**src/rtl/pipe_ctrl_pkg.sv**
```systemverilog
// rtl/pipe_ctrl_pkg.sv - shared stage indices, FSM encoding and stall/flush masks
package pipe_ctrl_pkg;

   localparam int STG_IF1  = 0;
   localparam int STG_IF2  = 1;
   localparam int STG_ID   = 2;
   localparam int STG_EX   = 3;
   localparam int STG_MEM1 = 4;
   localparam int STG_MEM2 = 5;
   localparam int STG_WB   = 6;

   localparam int NSTG  = 7;
   localparam int CNT_W = 8;

   typedef enum logic [1:0] {
      ST_RUN    = 2'd0,
      ST_LU     = 2'd1,
      ST_DRAIN  = 2'd2,
      ST_HALTED = 2'd3
   } state_t;

   localparam logic [NSTG-1:0] STALL_MEM   = 7'b0111111;
   localparam logic [NSTG-1:0] STALL_EX    = 7'b0001111;
   localparam logic [NSTG-1:0] STALL_ID    = 7'b0000111;
   localparam logic [NSTG-1:0] STALL_DRAIN = 7'b0000001;
   localparam logic [NSTG-1:0] STALL_ALL   = 7'b1111111;

   localparam logic [NSTG-1:0] FLUSH_EX    = 7'b0010000;
   localparam logic [NSTG-1:0] FLUSH_ID    = 7'b0001000;
   localparam logic [NSTG-1:0] FLUSH_DRAIN = 7'b0000100;
   localparam logic [NSTG-1:0] FLUSH_BR    = 7'b0000011;

endpackage

```
**src/rtl/pipe_ctrl_sat_counter.sv**
```systemverilog
// rtl/pipe_ctrl_sat_counter.sv - event counter that sticks at all-ones
module sat_counter #(
   parameter int WIDTH = 32
) (
   input  logic             clk,
   input  logic             rst,
   input  logic             inc,
   output logic [WIDTH-1:0] count
);

   always_ff @(posedge clk or negedge rst) begin
      if (!rst) begin
         count <= '0;
      end else if (inc && (count != '1)) begin
         count <= count + 1'b1;
      end
   end

endmodule

```
**src/rtl/pipe_ctrl.sv**
```systemverilog
// rtl/pipe_ctrl.sv - 7-stage pipeline stall/flush/redirect controller
module pipe_ctrl
   import pipe_ctrl_pkg::*;
#(
   parameter int LU_BUBBLES   = 2,
   parameter int DRAIN_CYCLES = 5
) (
   input  logic            clk,
   input  logic            rst,
   input  logic            stallreq_id,
   input  logic            stallreq_ex,
   input  logic            stallreq_mem,
   input  logic            br,
   input  logic [31:0]     br_addr,
   input  logic            halt_req,
   output logic [NSTG-1:0] stall,
   output logic [NSTG-1:0] flush,
   output logic            redirect,
   output logic [31:0]     redirect_pc,
   output logic            halted,
   output logic [31:0]     stall_cnt,
   output logic [31:0]     flush_cnt
);

   state_t           state, state_nxt;
   logic [CNT_W-1:0] cnt, cnt_nxt;
   logic [NSTG-1:0]  stall_raw, flush_raw;
   logic             id_hold, br_take, back_stall;

   always_ff @(posedge clk or negedge rst) begin
      if (!rst) begin
         state <= ST_RUN;
         cnt   <= '0;
      end else begin
         state <= state_nxt;
         cnt   <= cnt_nxt;
      end
   end

   always_comb begin
      stall_raw  = '0;
      flush_raw  = '0;
      state_nxt  = state;
      cnt_nxt    = cnt;
      back_stall = stallreq_mem || stallreq_ex;
      id_hold    = ((state == ST_RUN) && stallreq_id) || (state == ST_LU);

      if (state == ST_HALTED) begin
         stall_raw = STALL_ALL;
      end else if (stallreq_mem) begin
         stall_raw = STALL_MEM;
      end else if (stallreq_ex) begin
         stall_raw = STALL_EX;
         flush_raw = FLUSH_EX;
      end else if (id_hold) begin
         stall_raw = STALL_ID;
         flush_raw = FLUSH_ID;
      end else if (state == ST_DRAIN) begin
         stall_raw = STALL_DRAIN;
         flush_raw = FLUSH_DRAIN;
      end

      br_take = br && !stall_raw[STG_ID];
      if (br_take) begin
         flush_raw = flush_raw | FLUSH_BR;
      end

      case (state)
         ST_RUN: begin
            // A hazard masked by a back-end stall still gets all of its bubbles.
            if (stallreq_id && back_stall) begin
               state_nxt = ST_LU;
               cnt_nxt   = CNT_W'(LU_BUBBLES);
            end else if (stallreq_id) begin
               if (LU_BUBBLES > 1) begin
                  state_nxt = ST_LU;
                  cnt_nxt   = CNT_W'(LU_BUBBLES - 1);
               end
            end else if (halt_req && !back_stall) begin
               state_nxt = ST_DRAIN;
               cnt_nxt   = CNT_W'(DRAIN_CYCLES - 1);
            end
         end
         ST_LU: begin
            if (!back_stall) begin
               cnt_nxt = cnt - 1'b1;
               if (cnt <= 1) begin
                  state_nxt = ST_RUN;
                  cnt_nxt   = '0;
               end
            end
         end
         ST_DRAIN: begin
            if (!halt_req) begin
               state_nxt = ST_RUN;
               cnt_nxt   = '0;
            end else if (!back_stall) begin
               if (cnt == '0) begin
                  state_nxt = ST_HALTED;
               end else begin
                  cnt_nxt = cnt - 1'b1;
               end
            end
         end
         ST_HALTED: begin
            if (!halt_req) begin
               state_nxt = ST_RUN;
            end
         end
         default: begin
            state_nxt = ST_RUN;
            cnt_nxt   = '0;
         end
      endcase
   end

   assign stall       = rst ? stall_raw : '0;
   assign flush       = rst ? flush_raw : '0;
   assign redirect    = rst && br_take;
   assign redirect_pc = redirect ? br_addr : 32'h0;
   assign halted      = (state == ST_HALTED);

   sat_counter #(.WIDTH(32)) u_stall_cnt (
      .clk   (clk),
      .rst   (rst),
      .inc   (stall != '0),
      .count (stall_cnt)
   );

   sat_counter #(.WIDTH(32)) u_flush_cnt (
      .clk   (clk),
      .rst   (rst),
      .inc   (redirect),
      .count (flush_cnt)
   );

endmodule

```
**config.mk**
```make
export PLATFORM = sky130hd
export DESIGN_NAME = pipe_ctrl
export DESIGN_NICKNAME = d
export VERILOG_FILES = /design/src/rtl/pipe_ctrl_pkg.sv /design/src/rtl/pipe_ctrl_sat_counter.sv /design/src/rtl/pipe_ctrl.sv
export SDC_FILE = /design/constraint.sdc
export NUM_CORES = 1
export LEC_CHECK = 0
export CORE_MARGIN = 5
export CORE_UTILIZATION = 40
export DETAILED_ROUTE_END_ITERATION = 8
export HOLD_SLACK_MARGIN = 0.02
export PLACE_DENSITY = 0.75
export SYNTH_ARGS = -nofsm -noshare
export SYNTH_HDL_FRONTEND = slang
export SYNTH_HIERARCHICAL = 1
export SYNTH_SLANG_ARGS = --single-unit
```
**constraint.sdc**
```tcl
create_clock -name clk -period 2.6 [get_ports clk]
set_input_delay 0.26 -clock clk [delete_from_list [all_inputs] [get_ports clk]]
set_output_delay 0.26 -clock clk [all_outputs]
set_load 0.03 [all_outputs]
```
==> impl_metrics.json, run 1 <==
{
  "dieWidth_um": 114,
  "finalHoldViolations": 0,
  "rsz0062_at_grt": "false",
  "ant_nets": 0,
  "vias": 3889,
  "initial_core_util_pct": 40.4,
  "ys_warn_count": 6,
  "dr.pass1.iters": 4,
  "drc": 0,
  "ys_async_sr_fraction_pct": 100,
  "setup_viol": 0,
  "port-buffer-count": 148,
  "die_y_um": 114,
  "nNetsFinal": 654,
  "vias_per_cell": 5.18,
  "power_density_nw_per_um2": 632,
  "area_delta_synth_final_pct": 43.4,
  "setup-tns-final_ns": 0,
  "clock-sinks": 74,
  "row_count": 38,
  "final_layout_size_suffix_gt1_share_pct": 16.5,
  "antenna_found_initial": 0,
  "synth_cell_types": 49,
  "hpwl_um": 8840,
  "fin_crit_sh_pct": 93.7,
  "stdcell_area_sq_um": 6230,
  "clk_latency_ns": 0.35,
  "dp_slack_ns": 0.0811,
  "cts-buffers-inserted": 9,
  "final.setup_skew_ns": 0.0105,
  "synthTopCellsByArea": "dfrtp_1, xnor2_1, and2_1, nand4_1, nand2_1",
  "synth_edf_count": 0,
  "avgSynthCellArea_sq_um": 9.83,
  "synthFlopType": "dfrtp_1",
  "syn_area_sq_um": 4340,
  "yosys.area.top_type_share_pct": 42.6,
  "cts-htree-levels": 3,
  "vdd_ir_drop_max_mv": 0.527,
  "design.core.area_sq_um": 10700,
  "grt_usage_pct": 17.8,
  "critPathLaunch": "state[0]$_DFFE_PN0P_",
  "rr_startpoint": "state[0]$_DFFE_PN0P_",
  "dpl-instance-area_sq_um": 5970,
  "hp-class": "in -> async",
  "grt_pass1_vias": 3877,
  "crit_arrival_ns": 2.17,
  "die-area_sq_um": 13000,
  "required_ns": 2.34,
  "gp_congestion": 0.871,
  "drv_cap": 0,
  "finalMaxSlewViolations": 0,
  "seq_area_frac_synth_pct": 42.6,
  "gr-total-overflow": 0,
  "cts_tree": "yes",
  "drt-total-wl_um": 11600,
  "pin_count": 151,
  "syn_inst": 442,
  "clockRootBuffer": "clkbuf_8",
  "yosysTopAreaCell": "dfrtp_1",
  "n_antenna_cell": 0,
  "cts_max_path_buffers": 2,
  "grt_start_max_net_pins": 72,
  "cts.clk_slew.worst_paths_ns": 0.08,
  "fin_crit_ns": 2.43,
  "slew_headroom_pct": 40.8,
  "critical_path.startpoint_type": "register",
  "fin_util_pct": 58.0,
  "fmax_mhz": 411,
  "grt_pass1_wl_um": 19000,
  "cp-end-kind": "primary output",
  "crit_type": "reg -> out",
  "drt-initial-drc-count": 272,
  "wl_per_cell_um": 15.4,
  "status": "finished, final reports clean",
  "worst_slack_ns": 0.165,
  "tightest_slew_ns": 0.888,
  "leakagePower_uw": 0.00262,
  "ys_seq_elements": 74,
  "crit_fanout": 16
}
[per-layer routing]
metal | track usage (%) | vias to the layer above | share of wire [%]
met5 | 0 | - | 0
met4 | 4.12 | 0 | 0.90
met3 | 4.55 | 10 | 5.6
met2 | 29.9 | 106 | 49
met1 | 23.2 | 1863 | 44
li1 | - | 1910 | -
[cell usage in the layout, fill, tap and decap left out, types with 3 or more instances in the layout]
| cell type | Yosys | layout |
|---|---|---|
| dfrtp_1 | 74 | 74 |
| clkinvlp_4 | 0 | 3 |
| or4_4 | 5 | 5 |
| nor2b_1 | 3 | 3 |
| nand4_1 | 31 | 31 |
| and4_1 | 8 | 8 |
| nor2_1 | 27 | 26 |
| nor4_1 | 9 | 9 |
| ha_1 | 9 | 8 |
| o211ai_1 | 6 | 6 |
| xor2_1 | 10 | 10 |
| o21ai_1 | 4 | 4 |
| xnor2_1 | 48 | 48 |
| mux2_2 | 3 | 3 |
| inv_1 | 10 | 9 |
| and3_1 | 5 | 5 |
| clkbuf_8 | 0 | 9 |
| clkdlybuf4s50_1 | 0 | 112 |
| nand2_1 | 40 | 40 |
| nor3_1 | 13 | 12 |
| o21a_1 | 5 | 5 |
| a21oi_1 | 8 | 7 |
| and2_1 | 34 | 34 |
| nand3_1 | 30 | 30 |
| buf_4 | 6 | 50 |
| nor3_2 | 4 | 4 |
| a22o_1 | 5 | 5 |
[path summary, 6_finish.rpt]
path / to / slack, ns / cells past startpoint
setup / recovery: redirect_pc[26] / 0.17 / 10
min in group clk: u_stall_cnt/count[6]$_DFFE_PN0P_ / 0.51 / 1
hold reg to reg: u_stall_cnt/count[6]$_DFFE_PN0P_ / 0.51 / 1
max in group asynchronous: u_stall_cnt/count[30]$_DFFE_PN0P_ / 1.22 / 3
hold / removal: cnt[4]$_DFFE_PN0P_ / 0.29 / 2
setup reg to reg: u_flush_cnt/count[25]$_DFFE_PN0P_ / 0.20 / 11
[Yosys cell counts (all sizes together), types with 6 or more instances]
cell type / count
clkbuf: 7
xnor2: 48
and3: 6
nor4: 13
o211ai: 6
a21oi: 8
buf: 8
nor3: 17
nand4: 33
and2: 34
ha: 9
dfrtp: 74
nand3: 32
inv: 10
nor2: 27
xor2: 10
o21ai: 7
and4: 8
nand2: 42
[metrics by stage]
step / total power [uW] / std cells / hold slack [ns]
after floorplan: 2440 / 443 / -0.0356
after global placement: 2900 / 733 / 0.0987
after detailed placement: 2950 / 733 / 0.0978
after CTS: 3970 / 750 / 0.278
after global routing: 4170 / 751 / 0.304
final: 3940 / 751 / 0.285
[cells by family (layout without fill, tap and decap cells)]
kind of cell	count (synthesis)	count (layout)	synth area share (%)
xor gates and xnor gates	58	58	11.7
muxes	7	7	1.76
AOI/OAI and AO/OA	40	40	7.23
buffers and inverters	25	193	3.02
other	1	2	0.0863
adders and majority gates	9	9	2.59
DFF	74	74	42.6
and+or+nand+nor	228	228	31.0
[sequential cells by signal, indices dropped and copies added (netlist names)]
register           flops
u_stall_cnt/count     32
cnt                    8
u_flush_cnt/count     32
state                  2
[power by group]
| group | internal, uW | switching, uW | leakage [uW] |
|---|---|---|---|
| clock | 542 | 448 | 0.0000987 |
| combinational | 657 | 823 | 0.00151 |
| sequential | 1280 | 181 | 0.00101 |
[worst max-delay path, stage by stage, from the launching register on]
cell and delay (ns):
dfrtp_1 0.41, inv_2 0.08, ha_1 0.23, a21oi_2 0.17, nand2_1 0.08, nor2_2 0.15, buf_12 0.14, buf_6 0.14
buf_8 0.13, and2_1 0.13, buf_4 0.16
[cell type report]
| class | count | area, sq um |
|---|---|---|
| Clock buffer | 10 | 128 |
| Clock inverter | 6 | 91.3 |
| Fill cell | 944 | 4520 |
| Inverter | 10 | 37.5 |
| Multi-Input combinational cell | 344 | 2380 |
| Sequential cell | 74 | 1850 |
| Tap cell | 140 | 175 |
| Timing Repair Buffer | 167 | 1560 |
[what timing repair did]
| item | in CTS | in global routing |
|---|---|---|
| hold endpoints to repair | 3 | 0 |
| gates resized for setup | 3 | 5 |
| pin swaps | 0 | 2 |
| buffers inserted | 0 | 1 |
| setup endpoints to repair | 16 | 19 |
| hold buffers | 1 | 0 |
Power figures use the tool's default switching activity.
==> inputs of run 2 (changes only) <==
Settings changed: SKIP_LAST_GASP set to 1.
==> results of run 2 <==
Same layout as run 1: the final DEF is identical, and so are final timing and power.
==> inputs of run 3 (changes only) <==
Settings changed: PLACE_DENSITY 0.75 to 0.76, SYNTH_HIERARCHICAL 1 to not set.
==> impl_metrics.json, run 3 <==
{
  "status": "finished, final reports clean",
  "crit_type": "reg -> reg",
  "hp-class": "in -> async",
  "dieWidth_um": 113,
  "pin_count": 151,
  "layout_common_cells": "clkdlybuf4s50_1, dfrtp_1, buf_4, and2_1, nand2_1",
  "syn_inst": 442,
  "drc": 0,
  "die_y_um": 113,
  "hpwl_um": 9100,
  "grt_usage_pct": 18.5,
  "vias": 3967,
  "gp_congestion": 0.849,
  "vias_per_cell": 5.23,
  "setup-tns-final_ns": 0,
  "reg_top3": "u_flush_cnt.count: 32 flops, u_stall_cnt.count: 32 flops, cnt: 8 flops",
  "cts_max_path_buffers": 2,
  "drt-initial-drc-count": 194,
  "cts_setup_buffers": 0,
  "yosysTopAreaCell": "dfrtp_1",
  "leakagePower_uw": 0.00274,
  "area_delta_synth_final_pct": 45.5,
  "grt_pass1_vias": 3961,
  "cp-end-kind": "register",
  "dr.pass1.iters": 4,
  "fmax_mhz": 410,
  "cts-htree-levels": 3,
  "ant_nets": 0,
  "final_layout_size_suffix_gt1_share_pct": 16.7,
  "nNetsFinal": 665,
  "synth_most_common_cell": "dfrtp_1",
  "grt_pass1_wl_um": 19500,
  "wl_per_cell_um": 15.6,
  "synth_cell_types": 53,
  "required_ns": 2.83,
  "cts-buffers-inserted": 9,
  "finalMaxSlewViolations": 0,
  "clockRootBuffer": "clkbuf_8",
  "clock-sinks": 74,
  "antenna_found_initial": 0,
  "synthFlopType": "dfrtp_1",
  "fin_crit_ns": 2.44,
  "p_total_uw": 3940,
  "crit_arrival_ns": 2.67,
  "tightest_slew_ns": 0.922,
  "fin_crit_sh_pct": 93.7,
  "setup_viol": 0,
  "grt_start_max_net_pins": 73,
  "layout_commonest_cell": "clkdlybuf4s50_1",
  "dp_cells": 741,
  "syn_area_sq_um": 4220,
  "dp_slack_ns": 0.0958,
  "slew_headroom_pct": 38.5,
  "final.setup_skew_ns": 0.0115,
  "ys_async_sr_fraction_pct": 100,
  "r2r_cells": 5,
  "crit_fanout": 7,
  "synth_compound_area_share_pct": 8.01,
  "vdd_ir_drop_max_mv": 0.525,
  "cts_tree": "yes",
  "final_cells": 758,
  "drt-total-wl_um": 11800,
  "power_density_nw_per_um2": 642,
  "design.core.area_sq_um": 10300,
  "finalHoldViolations": 0,
  "worst_slack_ns": 0.163,
  "drv_cap": 0,
  "yosys.area_share.simple_pct": 28.4,
  "synth_common_cells": "dfrtp_1, and2_1, nand2_1",
  "gr-total-overflow": 0,
  "seq_area_frac_synth_pct": 43.9,
  "synthAdderAreaFrac_pct": 2.67,
  "n_antenna_cell": 0,
  "initial_core_util_pct": 40.9,
  "yosys.area.top_type_share_pct": 43.9,
  "row_count": 37,
  "critical_path.startpoint_type": "register",
  "rsz0062_at_grt": "false",
  "ys_seq_elements": 74,
  "synthTopCellsByArea": "dfrtp_1, xor2_1, and2_1, xnor2_1, nand2_1",
  "die-area_sq_um": 12700,
  "cts.clk_slew.worst_paths_ns": 0.08,
  "ys_warn_count": 0,
  "port-buffer-count": 148,
  "clk_latency_ns": 0.34,
  "fin_util_pct": 59.4,
  "synth_edf_count": 0,
  "synthXorXnorAreaFrac_pct": 11.6,
  "synth_mux_area_share_pct": 1.54,
  "synth_top_family_by_area": "simple AND/OR/NAND/NOR gates",
  "avgSynthCellArea_sq_um": 9.54
}
[run 3: changes by cell type after synthesis, sizes merged, moves of 8 or more]
| cell | change |
|---|---|
| xnor2 | -23 |
| xor2 | +21 |
| nand4 | -12 |
| inv | +8 |
[run 3: final cells by class]
| cell class | count | area (sq um) |
|---|---|---|
| Timing Repair Buffer | 177 | 1610 |
| Multi-Input combinational cell | 337 | 2230 |
| Tap cell | 136 | 170 |
| Clock inverter | 4 | 50.0 |
| Inverter | 18 | 67.6 |
| Sequential cell | 74 | 1850 |
| Fill cell | 900 | 4190 |
| Clock buffer | 12 | 155 |
[run 3: cell families (layout without fill, tap and decap cells)]
kind of cell             count (synthesis)  count (layout)
AND/OR/NAND/NOR                        220             220
flip-flops                              74              74
XOR/XNOR                                56              56
AO/OA/AOI/OAI                           44              44
buffers and inverters                   32             211
adder cells (fa/ha/maj)                  9               9
multiplexers                             6               6
other                                    1               2
[run 3: through the flow]
step / hold WS, ns / area (sq um)
detailed placement: 0.0844 / 5910
CTS: 0.317 / 6120
finish: 0.341 / 6140
global route: 0.322 / 6140
floorplan: -0.0356 / 4220
global placement: 0.0835 / 5910
[run 3: per-layer routing]
metal,global-route usage (%),part of all wire (%),wire length (um),vias up
met4,4.65,1.2,142,0
li1,-,-,-,1908
met2,30.4,49,5810,112
met5,0,0,0,-
met3,3.99,4.4,524,11
met1,24.8,45,5320,1936
[run 3: repair_timing]
action / CTS / global route
setup endpoints to repair: 0 / 35
gates resized for setup: 0 / 4
hold endpoints to repair: 2 / 0
hold buffers: 1 / 0
[run 3: critical path: stages, from the launching register on]
cell and delay [ns]:
dfrtp_1 0.41, nand4_1 0.20, or4_1 0.54, o31ai_1 0.57, buf_4 0.27, mux2_2 0.33
[run 3: worst paths after layout]
kind / startpoint / to / slack [ns]
setup / recovery: u_stall_cnt.count[8]$_DFFE_PN0P_ / u_stall_cnt.count[1]$_DFFE_PN0P_ / 0.16
hold / removal: rst / state[1]$_DFFE_PN0P_ / 0.34
setup reg to reg: u_stall_cnt.count[8]$_DFFE_PN0P_ / u_stall_cnt.count[1]$_DFFE_PN0P_ / 0.16
hold reg to reg: u_flush_cnt.count[16]$_DFFE_PN0P_ / u_flush_cnt.count[16]$_DFFE_PN0P_ / 0.49
max in group asynchronous: rst / u_stall_cnt.count[1]$_DFFE_PN0P_ / 1.15
min in group clk: u_flush_cnt.count[16]$_DFFE_PN0P_ / u_flush_cnt.count[16]$_DFFE_PN0P_ / 0.49
[run 3: where the power goes]
group          total (uW)  internal [uW]  leakage, uW  switching [uW]
registers            1420           1280     0.000990             140
logic                1590            714      0.00165             879
clock network         921            495    0.0000986             426
total                3940           2490      0.00274            1440
